$ cat src/rtl/uart_tx_fifo.sv
// uart_tx_fifo: memory-mapped UART transmitter with a 2**FIFO_AW byte FIFO and programmable divider.
// Define UART_TX_PARITY_EN to insert an even-parity bit between the data and stop bits.
module uart_tx_fifo #(
  parameter int DEFAULT_DIV = 106,
  parameter int FIFO_AW     = 4
) (
  input  logic        clk,
  input  logic        reset,
  input  logic [3:0]  reg_div_we,
  input  logic [31:0] reg_div_di,
  output logic [31:0] reg_div_do,
  input  logic        reg_dat_we,
  input  logic [31:0] reg_dat_di,
  output logic        reg_dat_wait,
  output logic [31:0] reg_stat_do,
  output logic        ser_tx,
  output logic        irq_tx_empty
);
  localparam int DEPTH = 1 << FIFO_AW;

`ifdef UART_TX_PARITY_EN
  typedef enum logic [2:0] {S_IDLE, S_START, S_DATA, S_PARITY, S_STOP} state_t;
`else
  typedef enum logic [2:0] {S_IDLE, S_START, S_DATA, S_STOP} state_t;
`endif

  logic [31:0]        r_div;
  logic [7:0]         r_mem [DEPTH];
  logic [FIFO_AW-1:0] r_wptr;
  logic [FIFO_AW-1:0] r_rptr;
  logic [FIFO_AW:0]   r_count;
  state_t             r_state;
  logic [31:0]        r_bit_cnt;
  logic [31:0]        r_bit_len;
  logic [2:0]         r_bit_idx;
  logic [7:0]         r_data;
  logic               r_tx;
  logic               r_irq;

  logic [31:0]        w_div_eff;
  logic               w_full;
  logic               w_empty;
  logic               w_push;
  logic               w_pop;
  logic [7:0]         w_head;
  logic [FIFO_AW:0]   w_count_next;
  logic               w_bit_end;
  state_t             w_state_next;
  logic [31:0]        w_bit_cnt_next;
  logic [31:0]        w_bit_len_next;
  logic [2:0]         w_bit_idx_next;
  logic [7:0]         w_data_next;
  logic               w_tx_next;
  logic               w_unused;

  assign w_unused = ^reg_dat_di[31:8];

  always_ff @(posedge clk) begin
    if (reset) begin
      r_div <= 32'(DEFAULT_DIV);
    end else begin
      for (int i = 0; i < 4; i++) begin
        if (reg_div_we[i]) r_div[8*i +: 8] <= reg_div_di[8*i +: 8];
      end
    end
  end

  assign w_div_eff  = (r_div < 32'd2) ? 32'd2 : r_div;
  assign reg_div_do = r_div;

  // Fullness uses the registered count only: a pop on the same edge never rescues a push.
  assign w_full       = (r_count == (FIFO_AW+1)'(DEPTH));
  assign w_empty      = (r_count == '0);
  assign w_push       = reg_dat_we && !w_full;
  assign reg_dat_wait = reg_dat_we && w_full;
  assign w_head       = r_mem[r_rptr];

  always_comb begin
    w_count_next = r_count;
    case ({w_push, w_pop})
      2'b10:   w_count_next = r_count + 1'b1;
      2'b01:   w_count_next = r_count - 1'b1;
      default: w_count_next = r_count;
    endcase
  end

  always_ff @(posedge clk) begin
    if (w_push) r_mem[r_wptr] <= reg_dat_di[7:0];
  end

  always_ff @(posedge clk) begin
    if (reset) begin
      r_wptr  <= '0;
      r_rptr  <= '0;
      r_count <= '0;
    end else begin
      if (w_push) r_wptr <= r_wptr + 1'b1;
      if (w_pop)  r_rptr <= r_rptr + 1'b1;
      r_count <= w_count_next;
    end
  end

  // Bit length is latched at each bit start so a divider write only affects the next bit.
  assign w_bit_end = (r_bit_cnt == r_bit_len - 32'd1);

  always_comb begin
    w_state_next   = r_state;
    w_bit_cnt_next = r_bit_cnt + 32'd1;
    w_bit_len_next = r_bit_len;
    w_bit_idx_next = r_bit_idx;
    w_data_next    = r_data;
    w_tx_next      = r_tx;
    w_pop          = 1'b0;
    if (r_state != S_IDLE && w_bit_end) begin
      w_bit_cnt_next = '0;
      w_bit_len_next = w_div_eff;
    end
    case (r_state)
      S_IDLE: begin
        w_bit_cnt_next = '0;
        if (!w_empty) begin
          w_pop          = 1'b1;
          w_data_next    = w_head;
          w_state_next   = S_START;
          w_tx_next      = 1'b0;
          w_bit_len_next = w_div_eff;
        end
      end
      S_START: begin
        if (w_bit_end) begin
          w_state_next   = S_DATA;
          w_bit_idx_next = 3'd0;
          w_tx_next      = r_data[0];
        end
      end
      S_DATA: begin
        if (w_bit_end) begin
          if (r_bit_idx == 3'd7) begin
`ifdef UART_TX_PARITY_EN
            w_state_next = S_PARITY;
            w_tx_next    = ^r_data;
`else
            w_state_next = S_STOP;
            w_tx_next    = 1'b1;
`endif
          end else begin
            w_bit_idx_next = r_bit_idx + 3'd1;
            w_tx_next      = r_data[r_bit_idx + 3'd1];
          end
        end
      end
`ifdef UART_TX_PARITY_EN
      S_PARITY: begin
        if (w_bit_end) begin
          w_state_next = S_STOP;
          w_tx_next    = 1'b1;
        end
      end
`endif
      S_STOP: begin
        if (w_bit_end) begin
          if (!w_empty) begin
            w_pop        = 1'b1;
            w_data_next  = w_head;
            w_state_next = S_START;
            w_tx_next    = 1'b0;
          end else begin
            w_state_next = S_IDLE;
            w_tx_next    = 1'b1;
          end
        end
      end
      default: begin
        w_state_next = S_IDLE;
        w_tx_next    = 1'b1;
      end
    endcase
  end

  always_ff @(posedge clk) begin
    if (reset) begin
      r_state   <= S_IDLE;
      r_bit_cnt <= '0;
      r_bit_len <= 32'd2;
      r_bit_idx <= '0;
      r_data    <= '0;
      r_tx      <= 1'b1;
      r_irq     <= 1'b1;
    end else begin
      r_state   <= w_state_next;
      r_bit_cnt <= w_bit_cnt_next;
      r_bit_len <= w_bit_len_next;
      r_bit_idx <= w_bit_idx_next;
      r_data    <= w_data_next;
      r_tx      <= w_tx_next;
      r_irq     <= (w_count_next == '0) && (w_state_next == S_IDLE);
    end
  end

  always_comb begin
    reg_stat_do                = '0;
    reg_stat_do[0]             = (r_state != S_IDLE);
    reg_stat_do[1]             = w_full;
    reg_stat_do[2]             = w_empty;
    reg_stat_do[FIFO_AW+8:8]   = r_count;
  end

  assign ser_tx       = r_tx;
  assign irq_tx_empty = r_irq;

endmodule
$ cat config.mk
export PLATFORM = sky130hd
export DESIGN_NAME = uart_tx_fifo
export DESIGN_NICKNAME = d
export VERILOG_FILES = /design/src/rtl/uart_tx_fifo.sv
export SDC_FILE = /design/constraint.sdc
export NUM_CORES = 1
export LEC_CHECK = 0
export CAP_MARGIN = 20
export CORE_AREA = 2 2 212 194
export CTS_CLUSTER_DIAMETER = 200
export DETAILED_ROUTE_END_ITERATION = 7
export DIE_AREA = 0 0 214 196
export GPL_ROUTABILITY_DRIVEN = 0
export SYNTH_ARGS = -nofsm -noshare
export SYNTH_HDL_FRONTEND = slang
export SYNTH_SLANG_ARGS = --single-unit
$ cat constraint.sdc
create_clock -name clk -period 5.79 [get_ports clk]
set_input_delay 1.4475 -clock clk [delete_from_list [all_inputs] [get_ports clk]]
set_output_delay 1.4475 -clock clk [all_outputs]
set_load 0.02 [all_outputs]
# ---- Word-level counts from Yosys, hierarchy flattened
# Memories as Yosys holds them, arrays and structs flattened. A register that Yosys moved wholly into a read port is not among the register bits.
# Index checks and enable logic that the tools add are counted.
dict set report op_classes {
  n_reduce_logical 16
  mux 35
  eq_ne 13
  n_addsub 7
  order_cmp 2
}
# op count
set op_table {}
lappend op_table {{32-bit two-way mux} 4}
lappend op_table {{32-bit by 1-bit adder with 32-bit output, second input constant} 1}
lappend op_table {{32-bit == test} 1}
lappend op_table {{32-bit by 2-bit less-than comparator with 1-bit output, second input constant} 1}
lappend op_table {{32-bit by 1-bit subtractor with 32-bit output, second input constant} 1}
lappend op_table {{3-bit two-way mux} 8}
lappend op_table {{8-bit two-way mux} 2}
lappend op_table {{8-bit case mux with 2 select lines} 1}
lappend op_table {{1-bit two-way mux} 12}
lappend op_table {{3-bit case mux with 4 select lines} 1}
lappend op_table {{5-bit logical NOT} 2}
lappend op_table {{2-bit inequality test, second input constant} 5}
lappend op_table {{5-bit case mux with 2 select lines} 1}
lappend op_table {{4-bit by 1-bit adder with 4-bit output, second input constant} 2}
lappend op_table {{4-bit two-way mux} 2}
lappend op_table {{4-bit AND reduction} 2}
lappend op_table {{3-bit by 2-bit == test with 1-bit output, second input constant} 2}
lappend op_table {{3-bit logical NOT} 2}
lappend op_table {{3-bit case mux with 2 select lines} 1}
lappend op_table {{5-bit by 1-bit adder with 5-bit output, second input constant} 1}
lappend op_table {{5-bit == test, second input constant} 1}
lappend op_table {{5-bit by 1-bit subtractor with 5-bit output, second input constant} 1}
lappend op_table {{1-bit logical AND} 4}
lappend op_table {{3-bit by 4-bit less-than comparator with 1-bit output, second input constant} 1}
lappend op_table {{13 further kinds} 14}
dict set report totals {
  out_inout_bits 67
  wordCells 88
  regBits 125
  n_memories 1
  ramBits 128
}
# name words word_bits read_ports rd_clocked_by_memory_dff write_ports line_no
set memory_table {}
lappend memory_table {r_mem 16 8 1 1 1 28} ;# logic [7:0] r_mem [DEPTH];

# ---- Depth between registers and ports, before layout
# Gate-level depths: netlist of run 1.
dict set report depth {
  depth_word 8
  depth_mapped 22
  depth_no_buf 19
}

# ---- Least setup slack after synthesis of run 1
# OpenSTA, ideal clock, no wires.
dict set report synth_timing {
  path_type {reg2reg}
  from {reg r_bit_len[0]}
  to {reg r_irq (netlist: irq_tx_empty)}
  setup_time_ns 0.116
  period_less_slack_ns 4.851
  slack_ns 0.939
  stages_incl_launch_ff 22
  arrival_time_ns 4.735
  n_path_buf 3
  required_ns 5.674
  cell_sequence {dfxtp_1 inv_1 ha_1 or4b_1 clkbuf_1 or3_4 nor3b_2 xnor2_1 or3b_4 nor4_4 a31oi_2 or3_1 clkbuf_1 inv_1 ha_1 clkbuf_1 or3b_2 nor2_1 mux2_2 nor3_1 xor2_1 a41o_1}
}
dict set report synth_between {
  elab_chain_len 8
  elab_cells_between_ends 14
  classes_between {add/sub: 1; eq/ne: 3; mux: 7; reduce/logical: 3}
}
# element line_no
set synth_lines {}
lappend synth_lines {{start: declaration} 34} ;# logic [31:0] r_bit_len;
lappend synth_lines {{start signal: assignment} 192} ;# r_bit_len <= w_bit_len_next;
lappend synth_lines {{32-bit by 1-bit subtractor with 32-bit output (*)} 104} ;# assign w_bit_end = (r_bit_cnt == r_bit_len - 32'd1);
lappend synth_lines {{32-bit == test (*)} 104}
lappend synth_lines {{1-bit two-way mux} 161} ;# if (w_bit_end) begin
lappend synth_lines {{1-bit case mux with 2 select lines} 118} ;# case (r_state)
lappend synth_lines {{2-bit by 1-bit == test with 1-bit output / 2-bit == test (equally long branches)} 80} ;# case ({w_push, w_pop})
lappend synth_lines {{5-bit case mux with 2 select lines} 80}
lappend synth_lines {{5-bit logical NOT} 196} ;# r_irq <= (w_count_next == '0) && (w_state_next == S_IDLE);
lappend synth_lines {{1-bit logical AND (*)} 196}
lappend synth_lines {{end signal: assignment} 196}
lappend synth_lines {{end: declaration} 38} ;# logic r_irq;
# Mark *: on every way between the ends. The rest lies on a longest branch, timed or not.
# A chain may end at the register's enable or synchronous reset.

# ---- Worst setup path after layout of run 1
# Same ends and word-level chain as after synthesis.

==> results_dict.tcl, run 1 <==
set metrics [dict create \
    outcome "finished clean" \
    drv_slew 0 \
    pwr-share-comb 0.291 \
    grt_max_degree 76 \
    die_area_um2 41900 \
    seq_area_frac_synth 0.545 \
    worst_hold_slack_ns 0.501 \
    post_cts_buffers 0 \
    finalWorstSetupSlack_ns 0.444 \
    htreeDepth 1 \
    timing.rr.start "r_bit_len[0]" \
    reg2reg_depth 18 \
    grt_overflow 0 \
    dr.pass1.iters 5 \
    cts-hold-fix-buffers 0 \
    num_io_pins 138 \
    clock_latency_ns 0.54 \
    min_path_cells 2 \
    netlist.area_leader.share 0.326 \
    syn_avg_cell_area_um2 11.7 \
    synth-edff-count 128 \
    p_leak_nw 4.88 \
    power.density_nw_per_um2 392 \
    place_ws_ns 0.497 \
    fmax_mhz 187 \
    yosysTopAreaCell "edfxtp_1" \
    critPathLaunchType "flip-flop" \
    p_switching_w 0.00172 \
    diodes 0 \
    yosysWarnings 0 \
    die_h_um 196 \
    ys.flop_type "dfxtp_1" \
    cts_sinks 257 \
    clockBufferDepth 3 \
    tightest_slew_ns 0.841 \
    ys_async_sr_fraction 0 \
    dp_hpwl_um 18400 \
    path_max_fanout 8 \
    finClkSkew_ns 0.0110 \
    criticalPathCategory "flip-flop to flip-flop" \
    period_minus_slack_ns 5.35 \
    yosys-top-cells-count "nor2_1 (159), dfxtp_1 (129), edfxtp_1 (128)" \
    crit_buf_inv 2 \
    yosys-top-cells-area "edfxtp_1 (33%), dfxtp_1 (22%), mux4_2 (8.0%)" \
    seqPwrFrac 0.403 \
    chipWidth_um 214 \
    clkPwrFrac 0.306 \
    wirelength_um 25400 \
    slowest_stage "or4b_1" \
    path_clk_slew_ns 0.06 \
    final_nets 1155 \
    cts-root-buf "clkbuf_16" \
    ys_ff_latch 257 \
    portBuffers 89 \
    drive_gt1_frac 0.104 \
    vias_per_cell 4.69 \
    min_period_over_period 0.923 \
    setup_violations 0 \
    power.internal_w 0.00375 \
    fillCellCount 3939 \
    antenna_found_initial 0 \
    utilization 0.351 \
    peakVddDrop_mv 0.213 \
    crit_chain "inv_1 -> ha_1 -> or4b_1 -> or4_1 -> mux2_2 -> mux2i_1 -> o21ai_0 -> and3_1 -> a31oi_2 -> or3_1 -> inv_1 -> ha_1 -> or3b_2 -> nor2_1 -> mux2_2 -> nor3_1 -> xor2_1 -> a41o_1" \
    wl_per_cell_um 15.6 \
    hold_path.class "flip-flop to flip-flop" \
    grt_use_total 0.120 \
    hold_viol 0 \
    relSlewSlack 0.440 \
    grt_pass1_wl_um 40800 \
    synth.distinct_cells 67 \
    cts_resized 0 \
    critPathMaxStageDelay_ns 0.64 \
    reg2reg_slack_ns 0.44 \
    area_growth_pct 18.5 \
    cp.arrival_ns 5.78 \
    end_kind "flip-flop" \
    min_from "r_data[7]" \
    num_vias 7649 \
    p_sw_frac 0.314 \
    cts_tree "built" \
    grt_pass1_vias 7395 \
    cp.required_ns 6.23 \
    cp_top_family "simple AND/OR/NAND/NOR gates" \
    drt_iter0_drc 463 \
    netlist_instances 1003 \
    yosysMostFrequentCell "nor2_1" \
    start_util 0.296 \
    ant_nets 0 \
    min_to "r_data[7]" \
    rows 70 \
    timing.rr.end "irq_tx_empty" \
    synth_area_um2 11800 \
    cts-buffers-inserted 26 \
    rsz0062_at_grt "no" \
    max-cap-violations 0 \
    fp.coreArea_um2 39900 \
    drc 0 \
    fin_tns_setup_ns 0 \
]
how the worst max path moves through the flow:
stage | end | startpoint | depth (start not counted)
finish | irq_tx_empty | r_bit_len[0] | 18
global route | irq_tx_empty | r_bit_len[0] | 18
CTS | irq_tx_empty | r_bit_len[0] | 18
detailed placement | irq_tx_empty | r_bit_len[0] | 18
global placement | irq_tx_empty | r_bit_len[0] | 18
floorplan | irq_tx_empty | r_bit_len[0] | 21
routing by layer:
| layer | wire length, um | GRT usage |
|---|---|---|
| met4 | 479 | 0.0264 |
| met5 | 0 | 0 |
| met1 | 11900 | 0.161 |
| met2 | 12100 | 0.202 |
| met3 | 970 | 0.0219 |
sequential cells by signal (all words and copies together), names as in the netlist, 4 cells and up, named ones only:
register and flops:
r_rptr 4, r_bit_len 32, r_wptr 4, r_count 5, r_bit_cnt 32, r_data 8
reg_div_do 32, r_mem 128
power by group through the flow:
stage          Sequential (W)  Combinational (W)  Clock [W]
2_1_floorplan         0.00220            0.00123          0
3_3_place_gp          0.00224            0.00158          0
3_5_place_dp          0.00225            0.00160          0
4_1_cts               0.00221            0.00161    0.00173
5_1_grt               0.00223            0.00175    0.00180
6_report              0.00221            0.00159    0.00168
through the flow:
stage                     std cells  cell area [um^2]  total power, W
final                          1631             14000         0.00548
after global routing           1631             14000         0.00578
after CTS                      1631             14000         0.00555
after detailed placement       1585             13100         0.00385
after global placement         1585             13100         0.00382
after floorplan                1027             11900         0.00343
cell type report:
type | instances | area (um^2) | area share
tap | 540 | 676 | 0.0484
multi-input combinational | 675 | 4990 | 0.358
sequential | 257 | 6430 | 0.460
clock inverter | 15 | 165 | 0.0118
timing repair buffer | 99 | 963 | 0.0690
clock buffer | 31 | 689 | 0.0494
inverter | 14 | 52.6 | 0.00376
worst register-to-register path: stages (launching register included):
cell and delay, ns:
dfxtp_1 0.34, inv_1 0.09, ha_1 0.25, or4b_1 0.64, or4_1 0.60, mux2_2 0.28, mux2i_1 0.06, o21ai_0 0.51
and3_1 0.27, a31oi_2 0.17, or3_1 0.42, inv_1 0.10, ha_1 0.34, or3b_2 0.54, nor2_1 0.09, mux2_2 0.15
nor3_1 0.06, xor2_1 0.16, a41o_1 0.19
kinds of logic (layout without fill, tap and decap cells):
logic type | Yosys count | in the layout | share of synthesized area
and+or+nand+nor | 372 | 372 | 0.159
buffers and inverters | 95 | 159 | 0.0394
AOI/OAI and AO/OA | 70 | 70 | 0.0411
adders and majority gates | 11 | 11 | 0.0117
muxes | 113 | 113 | 0.141
other | 1 | 25 | 0.000318
xor gates and xnor gates | 84 | 84 | 0.0624
DFF | 257 | 257 | 0.545
cells in the final DEF, fill, tap and decap left out, types with 3 or more instances in the layout:
| cell type | n |
|---|---|
| mux2_2 | 4 |
| and2_1 | 7 |
| or4_1 | 8 |
| mux4_2 | 42 |
| conb_1 | 25 |
| o211ai_1 | 4 |
| clkbuf_1 | 3 |
| clkinv_2 | 7 |
| nor3b_1 | 4 |
| xor2_1 | 40 |
| dfxtp_1 | 127 |
| clkdlybuf4s50_1 | 88 |
| a21oi_1 | 16 |
| a211o_1 | 4 |
| nor2b_1 | 11 |
| and3_1 | 12 |
| nor4_1 | 17 |
| bufinv_16 | 3 |
| nor3_1 | 30 |
| nand2b_1 | 5 |
| nand3_1 | 20 |
| nand3b_1 | 3 |
| buf_4 | 11 |
| or3_1 | 13 |
| and4_1 | 4 |
| inv_1 | 14 |
| ha_1 | 11 |
| o21a_1 | 3 |
| xnor2_1 | 44 |
| a31oi_1 | 3 |
| nand4_1 | 19 |
| mux2i_1 | 67 |
| edfxtp_1 | 128 |
| o21ai_0 | 13 |
| nor2_1 | 159 |
| clkbuf_16 | 26 |
| nand2_1 | 42 |
| a41o_1 | 4 |
(Power assumes the default switching activity.)
==> inputs of run 2 (changes only) <==
- MAX_ROUTING_LAYER: default -> met4
==> run 2 against run 1 <==
Sequential power hardly changed. Worst hold slack worse by 0.0042 ns. Core utilization stayed put. Count of clock-buffer cells in the layout stayed put. Final cell count stayed put. Highest routed layer unchanged. Combinational power hardly changed.
==> results_dict.tcl, run 2 (synthesized netlist as in run 1, its figures left out) <==
set metrics [dict create \
    place_ws_ns 0.497 \
    cts_sinks 257 \
    path_clk_slew_ns 0.06 \
    drc 0 \
    start_util 0.296 \
    largest_register "r_mem" \
    portBuffers 89 \
    area_growth_pct 18.5 \
    wirelength_um 25500 \
    drv_slew 0 \
    num_vias 7643 \
    min_period_over_period 0.927 \
    hold_viol 0 \
    relSlewSlack 0.443 \
    clock_latency_ns 0.54 \
    cts-root-buf "clkbuf_16" \
    drive_gt1_frac 0.104 \
    cts_resized 0 \
    end_kind "flip-flop" \
    dp_hpwl_um 18400 \
    diodes 0 \
    max-cap-violations 0 \
    power.density_nw_per_um2 392 \
    cts-buffers-inserted 26 \
    post_cts_buffers 0 \
    worst_hold_slack_ns 0.497 \
    period_minus_slack_ns 5.36 \
    fin_tns_setup_ns 0 \
    fmax_mhz 186 \
    final_cell_mix "nor2_1 (159), edfxtp_1 (128), dfxtp_1 (127)" \
    path_max_fanout 8 \
    outcome "finished clean" \
    place_area_um2 13100 \
    wl_per_cell_um 15.6 \
    drt_iter0_drc 422 \
    die_h_um 196 \
    num_io_pins 138 \
    ant_nets 0 \
    finalWorstSetupSlack_ns 0.426 \
    vias_per_cell 4.69 \
    cts_tree "built" \
    dr.pass1.iters 5 \
    chipWidth_um 214 \
    clockBufferDepth 3 \
    antenna_found_initial 0 \
    final_area_um2 14000 \
    largest_reg_flops 128 \
    grt_overflow 0 \
    final_common_cell "nor2_1" \
    rsz0062_at_grt "no" \
    fp.coreArea_um2 39900 \
    setup_violations 0 \
    grt_max_degree 76 \
    p_leak_nw 4.88 \
    finClkSkew_ns 0.0109 \
    final_nets 1155 \
    hold_path.class "flip-flop to flip-flop" \
    tightest_slew_ns 0.836 \
    grt_pass1_vias 7386 \
    cts-hold-fix-buffers 0 \
    grt_pass1_wl_um 40800 \
    peakVddDrop_mv 0.214 \
    criticalPathCategory "flip-flop to flip-flop" \
    htreeDepth 1 \
    rows 70 \
    cp.required_ns 6.23 \
    cp.arrival_ns 5.80 \
    critPathLaunchType "flip-flop" \
    die_area_um2 41900 \
    grt_use_total 0.124 \
]
==> run 2: cell counts in the layout (fill, tap and decap cells not counted) <==
Identical to the previous run, type by type.
==> run 2: layout make-up <==
class                      count  area [um^2]
fill                        3939        25900
sequential                   257         6430
timing repair buffer          99          963
inverter                      14         52.6
clock buffer                  31          689
tap                          540          676
clock inverter                15          165
multi-input combinational    675         4990
==> run 2: power by group <==
group          leakage [nW]  total [W]  internal, W  switching (W)
combinational          2.25    0.00159     0.000730       0.000859
sequential             2.21    0.00221      0.00204       0.000166
clock                 0.422    0.00168     0.000983       0.000696
total                  4.88    0.00547      0.00375        0.00172
==> run 2: worst paths after layout <==
| kind | cells after the start | slack (ns) | endpoint | from |
|---|---|---|---|---|
| worst min register to register | 2 | 0.50 | r_data[7] | r_data[7] |
| worst max-delay path | 18 | 0.43 | irq_tx_empty | r_bit_len[0] |
| worst min-delay path | 2 | 0.50 | r_data[7] | r_data[7] |
| worst max register to register | 18 | 0.43 | irq_tx_empty | r_bit_len[0] |
==> run 2: critical path: stages, from the launching register on <==
cell	delay [ns]
dfxtp_1	0.34
inv_1	0.09
ha_1	0.25
or4b_1	0.64
or4_1	0.60
mux2_2	0.28
mux2i_1	0.06
o21ai_0	0.53
and3_1	0.27
a31oi_2	0.17
or3_1	0.42
inv_1	0.10
ha_1	0.33
or3b_2	0.53
nor2_1	0.09
mux2_2	0.15
nor3_1	0.06
xor2_1	0.16
a41o_1	0.19
==> run 2: metal layers <==
layer	wire [um]	share of wire	global-route usage	vias to the layer above
met4	474	0.019	0.0264	0
met5	0	0	-	-
li1	-	-	-	3748
met2	12100	0.47	0.202	125
met1	12000	0.47	0.162	3734
met3	890	0.035	0.0217	36
==> run 2: through the flow <==
stage / cells / utilization / total power (W)
final: 1631 / 0.351 / 0.00547
after global routing: 1631 / 0.351 / 0.00578
after CTS: 1631 / 0.351 / 0.00555
after detailed placement: 1585 / 0.329 / 0.00385
after global placement: 1585 / 0.329 / 0.00382
after floorplan: 1027 / - / 0.00343
==> inputs of run 3 (changes only) <==
- CAP_MARGIN: 20 -> default
- clock period: 5.79 -> 6.25 ns (I/O delays scaled with it)
==> run 3 against run 2 <==
Power fell by 6.4%. Clock skew up 0.0027 ns. Global-route usage is 0.12 points lower. Final cell count down 0.18%. Core utilization up 0.069 points. Via count increased by 0.24%. Flip-flop and latch count is the same. Wire length is 0.65% lower. Critical endpoint unchanged. Highest routed layer unchanged.
==> results_dict.tcl, run 3 (synthesized netlist as in run 1, its figures left out) <==
set metrics [dict create \
    outcome "finished clean" \
    fin_tns_setup_ns 0 \
    start_util 0.296 \
    p_sw_frac 0.310 \
    fmax_mhz 183 \
    utilization 0.351 \
    final_common_cell "nor2_1" \
    cts_tree "built" \
    vias_per_cell 4.71 \
    wl_per_cell_um 15.5 \
    clockBufferDepth 3 \
    grt_pass1_vias 7342 \
    rsz0062_at_grt "no" \
    cp.depth 19 \
    antenna_found_initial 0 \
    grt_use_total 0.123 \
    fillCellCount 3958 \
    crit_chain "inv_1 -> ha_1 -> or4b_1 -> or4_1 -> mux2_2 -> mux2i_1 -> o21ai_0 -> and3_1 -> a31oi_2 -> or3_1 -> buf_4 -> inv_1 -> ha_1 -> or3b_2 -> nor2_1 -> mux2_2 -> nor3_1 -> xor2_1 -> a41o_1" \
    crit_buf_inv 3 \
    htreeDepth 1 \
    min_from "r_bit_idx[1]" \
    cts-hold-fix-buffers 0 \
    timing.rr.end "irq_tx_empty" \
    die_area_um2 41900 \
    min_period_over_period 0.874 \
    cts_sinks 257 \
    num_io_pins 138 \
    drt_iter0_drc 502 \
    cp.required_ns 6.69 \
    seqPwrFrac 0.399 \
    reg2reg_depth 19 \
    critPathLaunchType "flip-flop" \
    cts_resized 0 \
    critPathMaxStageDelay_ns 0.64 \
    grt_pass1_wl_um 40400 \
    largest_reg_flops 128 \
    pwr-share-comb 0.287 \
    relSlewSlack 0.321 \
    drive_gt1_frac 0.100 \
    final_cell_mix "nor2_1 (159), edfxtp_1 (128), dfxtp_1 (127)" \
    tightest_slew_ns 1.02 \
    fp.coreArea_um2 39900 \
    timing.rr.start "r_bit_len[0]" \
    multi_input_area_um2 4990 \
    peakVddDrop_mv 0.336 \
    criticalPathCategory "flip-flop to flip-flop" \
    min_path_cells 2 \
    portBuffers 89 \
    largest_register "r_mem" \
    path_clk_slew_ns 0.06 \
    slowest_stage "or4b_1" \
    seq_area_um2 6430 \
    diodes 0 \
    grt_overflow 0 \
    post_cts_buffers 0 \
    dp_hpwl_um 18300 \
    period_minus_slack_ns 5.46 \
    area_growth_pct 18.8 \
    grt_max_degree 97 \
    rows 70 \
    power.density_nw_per_um2 366 \
    ant_nets 0 \
    num_vias 7661 \
    cp.arrival_ns 5.90 \
    die_h_um 196 \
    drc 0 \
    dr.pass1.iters 5 \
    cp_top_family "simple AND/OR/NAND/NOR gates" \
    drv_slew 0 \
    reg2reg_slack_ns 0.79 \
    path_max_fanout 14 \
    hold_path.class "flip-flop to flip-flop" \
    wirelength_um 25300 \
    clock_latency_ns 0.55 \
    setup_violations 0 \
    hold_viol 0 \
    power.internal_w 0.00353 \
    min_to "r_bit_idx[1]" \
    p_switching_w 0.00159 \
    max-cap-violations 0 \
    final_nets 1154 \
    clkPwrFrac 0.314 \
    critPathLaunch "r_bit_len[0]" \
    chipWidth_um 214 \
    cts-root-buf "clkbuf_16" \
    cts-buffers-inserted 26 \
    finClkSkew_ns 0.0136 \
    p_leak_nw 4.88 \
    end_kind "flip-flop" \
]
[run 3: worst min-delay path, cell delays in order (launching register included)]
cell     delay, ns
dfxtp_1       0.32
o21ai_0       0.07
a21oi_1       0.06
[run 3: layer usage]
metal  vias to the layer above  global-route usage  routed length, um
li1                       3752                   -                  -
met4                         0              0.0303                535
met2                       155               0.196              11900
met1                      3716               0.161              11800
met3                        38              0.0217               1020
met5                         -                   -                  0
[run 3: worst max path at each step]
stage | to | slack (ns)
after floorplan | irq_tx_empty | 1.40
after global placement | irq_tx_empty | 0.84
after global routing | irq_tx_empty | 0.43
final | irq_tx_empty | 0.79
after CTS | irq_tx_empty | 0.78
after detailed placement | irq_tx_empty | 0.79
[run 3: power by group through the flow]
stage          Sequential [W]  Combinational (W)  Clock, W
3_3_place_gp          0.00208            0.00146         0
6_report              0.00204            0.00147   0.00161
3_5_place_dp          0.00208            0.00148         0
4_1_cts               0.00205            0.00149   0.00165
2_1_floorplan         0.00204            0.00114         0
5_1_grt               0.00207            0.00162   0.00172
[run 3: stage by stage]
step	cells	total power (W)	area [um^2]	setup WS [ns]	hold slack [ns]
floorplan	1027	0.00318	11900	1.40	0.452
detailed placement	1584	0.00356	13100	0.791	0.495
global route	1628	0.00541	14000	0.432	0.529
global placement	1584	0.00354	13100	0.840	0.486
finish	1628	0.00512	14000	0.789	0.500
CTS	1628	0.00519	14000	0.784	0.506
[run 3: area by class of cell]
| type | count | area share |
|---|---|---|
| sequential | 257 | 0.459 |
| clock inverter | 11 | 0.0131 |
| timing repair buffer | 98 | 0.0683 |
| multi-input combinational | 675 | 0.357 |
| inverter | 14 | 0.00375 |
| tap | 540 | 0.0483 |
| clock buffer | 33 | 0.0505 |
